### config.mk
export PLATFORM = sky130hd
export DESIGN_NAME = transpose_sequencer
export DESIGN_NICKNAME = d
export VERILOG_FILES = /design/src/rtl/transpose_pkg.sv /design/src/rtl/reverse_dimensions.sv /design/src/rtl/transpose_sequencer.sv
export SDC_FILE = /design/constraint.sdc
export NUM_CORES = 1
export LEC_CHECK = 0
export CAP_MARGIN = 20
export CORE_ASPECT_RATIO = 1.1
export CORE_MARGIN = 2
export CORE_UTILIZATION = 45
export CTS_CLUSTER_DIAMETER = 80
export DETAILED_ROUTE_END_ITERATION = 16
export PLACE_DENSITY = 0.75
export SETUP_SLACK_MARGIN = 0.4
export SLEW_MARGIN = 20
export SYNTH_ARGS = -nofsm -noshare
export SYNTH_HDL_FRONTEND = slang
export SYNTH_HIERARCHICAL = 1
export SYNTH_SLANG_ARGS = --single-unit
export TNS_END_PERCENT = 1
### constraint.sdc
create_clock -name clk -period 4.9 [get_ports clk]
set_clock_uncertainty 0.1 [all_clocks]
set_input_delay 0.98 -clock clk [delete_from_list [all_inputs] [get_ports clk]]
set_output_delay 0.98 -clock clk [all_outputs]
set_load 0.005 [all_outputs]
### src/rtl/transpose_pkg.sv
// Shared types for the streaming transpose controller.
package transpose_pkg;

  typedef enum logic {
    ST_FILL  = 1'b0,
    ST_DRAIN = 1'b1
  } state_e;

endpackage

### src/rtl/reverse_dimensions.sv
// Combinational transpose of a flat D1 x D2 bit matrix: in[i*D2+j] -> out[j*D1+i].
module reverse_dimensions #(
  parameter int D1_WIDTH = 2,
  parameter int D2_WIDTH = 8
) (
  input  logic [D1_WIDTH*D2_WIDTH-1:0] i_data,
  output logic [D1_WIDTH*D2_WIDTH-1:0] o_data
);

  for (genvar i = 0; i < D1_WIDTH; i++) begin : g_d1
    for (genvar j = 0; j < D2_WIDTH; j++) begin : g_d2
      assign o_data[j*D1_WIDTH+i] = i_data[i*D2_WIDTH+j];
    end
  end

endmodule

### src/rtl/transpose_sequencer.sv
// Streaming matrix transpose: fills a ROWS x COLS buffer one row per handshake,
// then drains it one column per handshake.
module transpose_sequencer
  import transpose_pkg::*;
#(
  parameter int ROWS   = 2,
  parameter int COLS   = 8,
  parameter int ELEM_W = 1
) (
  input  logic                     clk,
  input  logic                     nrst,
  input  logic                     abort,
  input  logic                     in_valid,
  output logic                     in_ready,
  input  logic [COLS*ELEM_W-1:0]   in_data,
  output logic                     out_valid,
  input  logic                     out_ready,
  output logic [ROWS*ELEM_W-1:0]   out_data,
  output logic                     out_last,
  output logic                     busy
);

  localparam int ROW_W = (ROWS > 1) ? $clog2(ROWS) : 1;
  localparam int COL_W = (COLS > 1) ? $clog2(COLS) : 1;
  localparam logic [ROW_W-1:0] ROW_LAST = ROW_W'(ROWS - 1);
  localparam logic [COL_W-1:0] COL_LAST = COL_W'(COLS - 1);

  state_e                              r_state, w_state_nxt;
  logic [ROW_W-1:0]                    r_row_cnt, w_row_nxt;
  logic [COL_W-1:0]                    r_col_cnt, w_col_nxt;
  logic                                w_row_we;
  logic [ROWS-1:0][COLS-1:0][ELEM_W-1:0] r_buf;
  logic [COLS-1:0][ROWS-1:0][ELEM_W-1:0] w_tr;

  // Single-bit elements reuse the flat transpose; wider elements regroup whole elements.
  if (ELEM_W == 1) begin : g_rd
    logic [ROWS*COLS-1:0] w_rd_out;
    reverse_dimensions #(
      .D1_WIDTH(ROWS),
      .D2_WIDTH(COLS)
    ) u_reverse_dimensions (
      .i_data(r_buf),
      .o_data(w_rd_out)
    );
    assign w_tr = w_rd_out;
  end else begin : g_elem
    for (genvar r = 0; r < ROWS; r++) begin : g_r
      for (genvar c = 0; c < COLS; c++) begin : g_c
        assign w_tr[c][r] = r_buf[r][c];
      end
    end
  end

  // State and counter registers.
  always_ff @(posedge clk or negedge nrst) begin
    if (!nrst) begin
      r_state   <= ST_FILL;
      r_row_cnt <= '0;
      r_col_cnt <= '0;
    end else begin
      r_state   <= w_state_nxt;
      r_row_cnt <= w_row_nxt;
      r_col_cnt <= w_col_nxt;
    end
  end

  // Row buffer; a row is only written on a non-aborted fill handshake.
  always_ff @(posedge clk or negedge nrst) begin
    if (!nrst) begin
      r_buf <= '0;
    end else if (w_row_we) begin
      r_buf[r_row_cnt] <= in_data;
    end
  end

  // Next-state logic; abort overrides any handshake in the same cycle.
  always_comb begin
    w_state_nxt = r_state;
    w_row_nxt   = r_row_cnt;
    w_col_nxt   = r_col_cnt;
    w_row_we    = 1'b0;
    if (abort) begin
      w_state_nxt = ST_FILL;
      w_row_nxt   = '0;
      w_col_nxt   = '0;
    end else begin
      case (r_state)
        ST_FILL: begin
          if (in_valid) begin
            w_row_we = 1'b1;
            if (r_row_cnt == ROW_LAST) begin
              w_row_nxt   = '0;
              w_state_nxt = ST_DRAIN;
            end else begin
              w_row_nxt = r_row_cnt + ROW_W'(1);
            end
          end else begin
            w_row_nxt = r_row_cnt;
          end
        end
        ST_DRAIN: begin
          if (out_ready) begin
            if (r_col_cnt == COL_LAST) begin
              w_col_nxt   = '0;
              w_state_nxt = ST_FILL;
            end else begin
              w_col_nxt = r_col_cnt + COL_W'(1);
            end
          end else begin
            w_col_nxt = r_col_cnt;
          end
        end
        default: begin
          w_state_nxt = ST_FILL;
          w_row_nxt   = '0;
          w_col_nxt   = '0;
        end
      endcase
    end
  end

  assign in_ready  = (r_state == ST_FILL);
  assign out_valid = (r_state == ST_DRAIN);
  assign out_last  = (r_state == ST_DRAIN) && (r_col_cnt == COL_LAST);
  assign out_data  = (r_state == ST_DRAIN) ? w_tr[r_col_cnt] : '0;
  assign busy      = (r_row_cnt != '0) || (r_state == ST_DRAIN);

endmodule
After elaboration in Yosys (flattened, before gate mapping)
Index checks and enable logic that the tools add are counted.
Widths: inputs -> output; s select.

storage, ports and cells
  flip-flop bits (word level) = 21
  input bits = 13

operators by class
  bitwise logic cells = 1
  $lt $le $gt $ge = 3
  mux-type cells = 23
  reduce and logical (&&, ||, !) cells = 8
  equal/unequal tests = 2
  $add $sub $neg = 2

operator list
  kind                 count
  $bwmux 16            1
  $mux 1               12
  $mux 3               4
  $demux 8 s1          1
  $mux 8               1
  $bmux 2 s3           1
  $reduce_bool 2->1    3
  $lt 3x4->1 const B   1
  $mux 2               2
  $reduce_and 2->1     2
  $add 3x1->3 const B  1
  $eq 3x3->1 const B   1
  $logic_and 1x1->1    2
  $lt 1x2->1 const B   1
  $ne 2x2->1 const B   1
  $pmux 1 s2           1
  $add 1x1->1 const B  1
  $ge 1x1->1 const B   1
  $logic_or 1x1->1     1
  $not 1->1            1

Longest topological paths before layout
  depth in word-level cells = 5
  mapped depth = 5
  depth with buffers taken out = 5

By module
The synthesis kept the hierarchy.

by module, submodules not included
  module               cells each  times used  area an instance (sq um)  sequential area each (sq um)
  transpose_sequencer  69          1           993.5                     525.5
  reverse_dimensions   16          1           120.1                     0.0

Worst setup path before layout
Ideal clock, no wire load.

  path kind = register -> output
  start = register r_col_cnt[1]
  end = output out_data[0]
  arrival time = 1.192 ns
  stages on the path, launching flop included = 5
  slack = 2.628 ns
  cells stage by stage = dfrtp_1 clkbuf_2 mux4_2 mux2i_1 nor2_1

between the ends
  longest elaborated chain between the ends = 3

ends and longest elaborated chain
  what                          RTL line                    RTL
  start, declared               transpose_sequencer.sv:30   logic [COL_W-1:0] r_col_cnt, w_col_nxt;
  start signal, assigned        transpose_sequencer.sv:63   r_col_cnt <= w_col_nxt;
  $bmux 2 s3                    transpose_sequencer.sv:125  assign out_data = (r_state == ST_DRAIN) ? w_tr[r_col_cnt] : '0;
  $mux 2 (implied by the code)  transpose_sequencer.sv:125
  $mux 2                        transpose_sequencer.sv:125
  end, declared                 transpose_sequencer.sv:18   output logic [ROWS*ELEM_W-1:0] out_data,

No other way between the ends. The select of a mux whose other input is x is not followed.

Final worst setup path
Ends and elaborated chain as after synthesis.

==> flow_summary.toml <==
[status]
status = "complete, no violations"

[final_layout]
n_antenna_cell = 0
stdcell_count = 119
fin_util_pct = 53.2
area_growth_pct = 9.66
post_route_cells_drive_above_1_share_pct = 31.5
nNetsFinal = 105

[critical_path]
critPathMaxStageDelay_ns = 0.56
path_class = "flop to output pin"
crit_fanout = 6
critical_path_arrival_ns = 2.05
worstPathBufferInverterCount = 1
required_ns = 3.82
critPathLaunchType = "flop"
cpMaxStageDelayCell = "mux4_2"
path_cells = "mux4_2 > mux2i_1 > nor2_1 > clkdlybuf4s50_1"
endpoint_kind = "output pin"
cpLargestDelayFamily = "multiplexers"

[clocking]
clk_path_buf_depth = 2
cts_setup_buffers = 0
cts_max_level = 1
numCtsBuffers = 3
hold_buffers = 0
path_clk_slew_ns = 0.12
cts.sink_count = 21
post_cts_resized = 0
root_buffer = "clkbuf_4"
cts_tree = "yes"
clock_latency_ns = 0.31

[synthesis]
synth_cells = 85
synth_cell_types = 20
yosys_warnings = 6
synth_fp_nets = 100
synth_top_area_cell = "dfrtp_1"
synth_edf_count = 0
synth_top_area_share_pct = 47.2
synthMostInstantiatedCell = "dfrtp_1"
synth_common_cells = "21 x dfrtp_1, 16 x buf_4, 16 x mux2_2"
ys_async_sr_fraction_pct = 100
synth_flop_cell = "dfrtp_1"
synth_area_mm2 = 0.00111
ys_ff_latch = 21
synth_area_leaders = "dfrtp_1 47%, mux2_2 16%, buf_4 11%, mux4_2 8.1%, mux2i_1 2.7%"
avgSynthCellArea_um2 = 13.1
synth_seq_area_share_pct = 47.2

[detailed_routing]
ant_nets = 0
drt_pass1_iterations = 4
totalWireLength_mm = 1.82
drt_iter0_markers = 5
vias = 623
wl_per_cell_um = 15.3
route.detailed.drc = 0
viasPerCell = 5.24

[floorplan]
die_width_um = 51.4
row_count = 18
initial_core_util_pct = 48.5
die_h_um = 56.2
core_mm2 = 0.00230
num_io_pins = 19
die_area_mm2 = 0.00289

[global_route]
grt_use_total_pct = 14.2
grt_pass1_wl_mm = 3.04
antenna_found_initial = 0
grt_pass1_vias = 677
gr-total-overflow = 0
grt_max_degree = 22

[sta]
slew_violations = 0
fin_hold_ws_ns = 0.420
setup_violations = 0
post-route-period-util_pct = 63.8
finalHoldViolations = 0
rsz0062_at_grt = "false"
fmax_mhz = 320
tightest_slew_ns = 0.936
fin_crit_ns = 3.13
tns_ns = 0
slew_headroom_pct = 37.4

[power]
p_per_area_mw_per_mm2 = 357
ir_drop_mv = 0.161
leakagePower_nw = 0.499
power.total_mw = 0.436

[placement]
dp.final_hpwl_mm = 1.38
portBuffers = 18
placed_cells = 115
gp_congestion = 0.739

[job]
maxCapViolations = 0

[worst_hold_path]
min-delay-path-class = "flop to flop"
-- per-layer routing --
| metal | global-route usage [%] | vias to the layer above | wire length, um |
|---|---|---|---|
| li1 | - | 286 | - |
| met1 | 18.8 | 317 | 796 |
| met2 | 22.0 | 18 | 909 |
| met3 | 2.69 | 2 | 81 |
| met4 | 6.77 | 0 | 32 |
| met5 | 0 | - | 0 |
-- cells by family after synthesis --
logic type | count (synthesis) | synth area share (%)
AOI/OAI and AO/OA | 4 | 2.02
xor gates and xnor gates | 1 | 0.787
adders and majority gates | 2 | 2.25
buffers and inverters | 19 | 12.6
DFF | 21 | 47.2
muxes | 23 | 27.0
and+or+nand+nor | 15 | 8.20
-- worst paths after layout --
path | from | to | slack [ns] | cells after the start
worst max-delay path | r_col_cnt[1] | out_data[0] | 1.77 | 4
worst min-delay path | r_buf[6] | r_buf[6] | 0.42 | 1
worst max register to register | out_valid | r_buf[1] | 3.12 | 3
worst min register to register | r_buf[6] | r_buf[6] | 0.42 | 1
max in group asynchronous | nrst | r_row_cnt | 3.05 | 1
min in group asynchronous | nrst | r_buf[8] | 1.08 | 1
-- sequential cells by signal (all words and copies together) (netlist names) --
signal,flops
out_valid,1
r_buf,16
r_col_cnt,3
r_row_cnt,1
-- cell type report --
| type | instances | area, um^2 |
|---|---|---|
| fill | 204 | 1080 |
| multi-input combinational | 45 | 448 |
| inverter | 1 | 3.75 |
| sequential | 21 | 526 |
| timing repair buffer | 18 | 180 |
| clock buffer | 4 | 26.3 |
| tap | 30 | 37.5 |
-- cells in the final DEF (no fill, tap or decap), drive strengths merged --
| master | n |
|---|---|
| mux4 | 4 |
| and3b | 1 |
| nor2 | 5 |
| clkdlybuf4s50 | 18 |
| a211oi | 1 |
| ha | 2 |
| or2 | 1 |
| clkbuf | 4 |
| nor3b | 1 |
| a21oi | 3 |
| nand3 | 2 |
| nand2 | 3 |
| mux2 | 16 |
| inv | 1 |
| mux2i | 3 |
| xnor2 | 1 |
| dfrtp | 21 |
| and2 | 1 |
| nor2b | 1 |
-- through the flow --
| step | setup slack [ns] | instance area [um^2] |
|---|---|---|
| finish | 1.77 | 1220 |
| global route | 1.63 | 1220 |
| CTS | 1.74 | 1220 |
| detailed placement | 2.10 | 1190 |
| global placement | 2.16 | 1190 |
| floorplan | 2.63 | 1110 |
-- worst register-to-register path, stage by stage, from the launching register on --
cell,delay (ns)
dfrtp_1,0.49
nor2b_2,0.19
nor3b_4,0.49
mux2_2,0.41
-- power breakdown --
group	total [mW]	switching, mW	internal (mW)
Sequential	0.248	0.0286	0.219
Clock	0.0850	0.0532	0.0318
Combinational	0.103	0.0315	0.0714
Total	0.436	0.113	0.323
No activity file was read; power rests on OpenSTA's default activity.
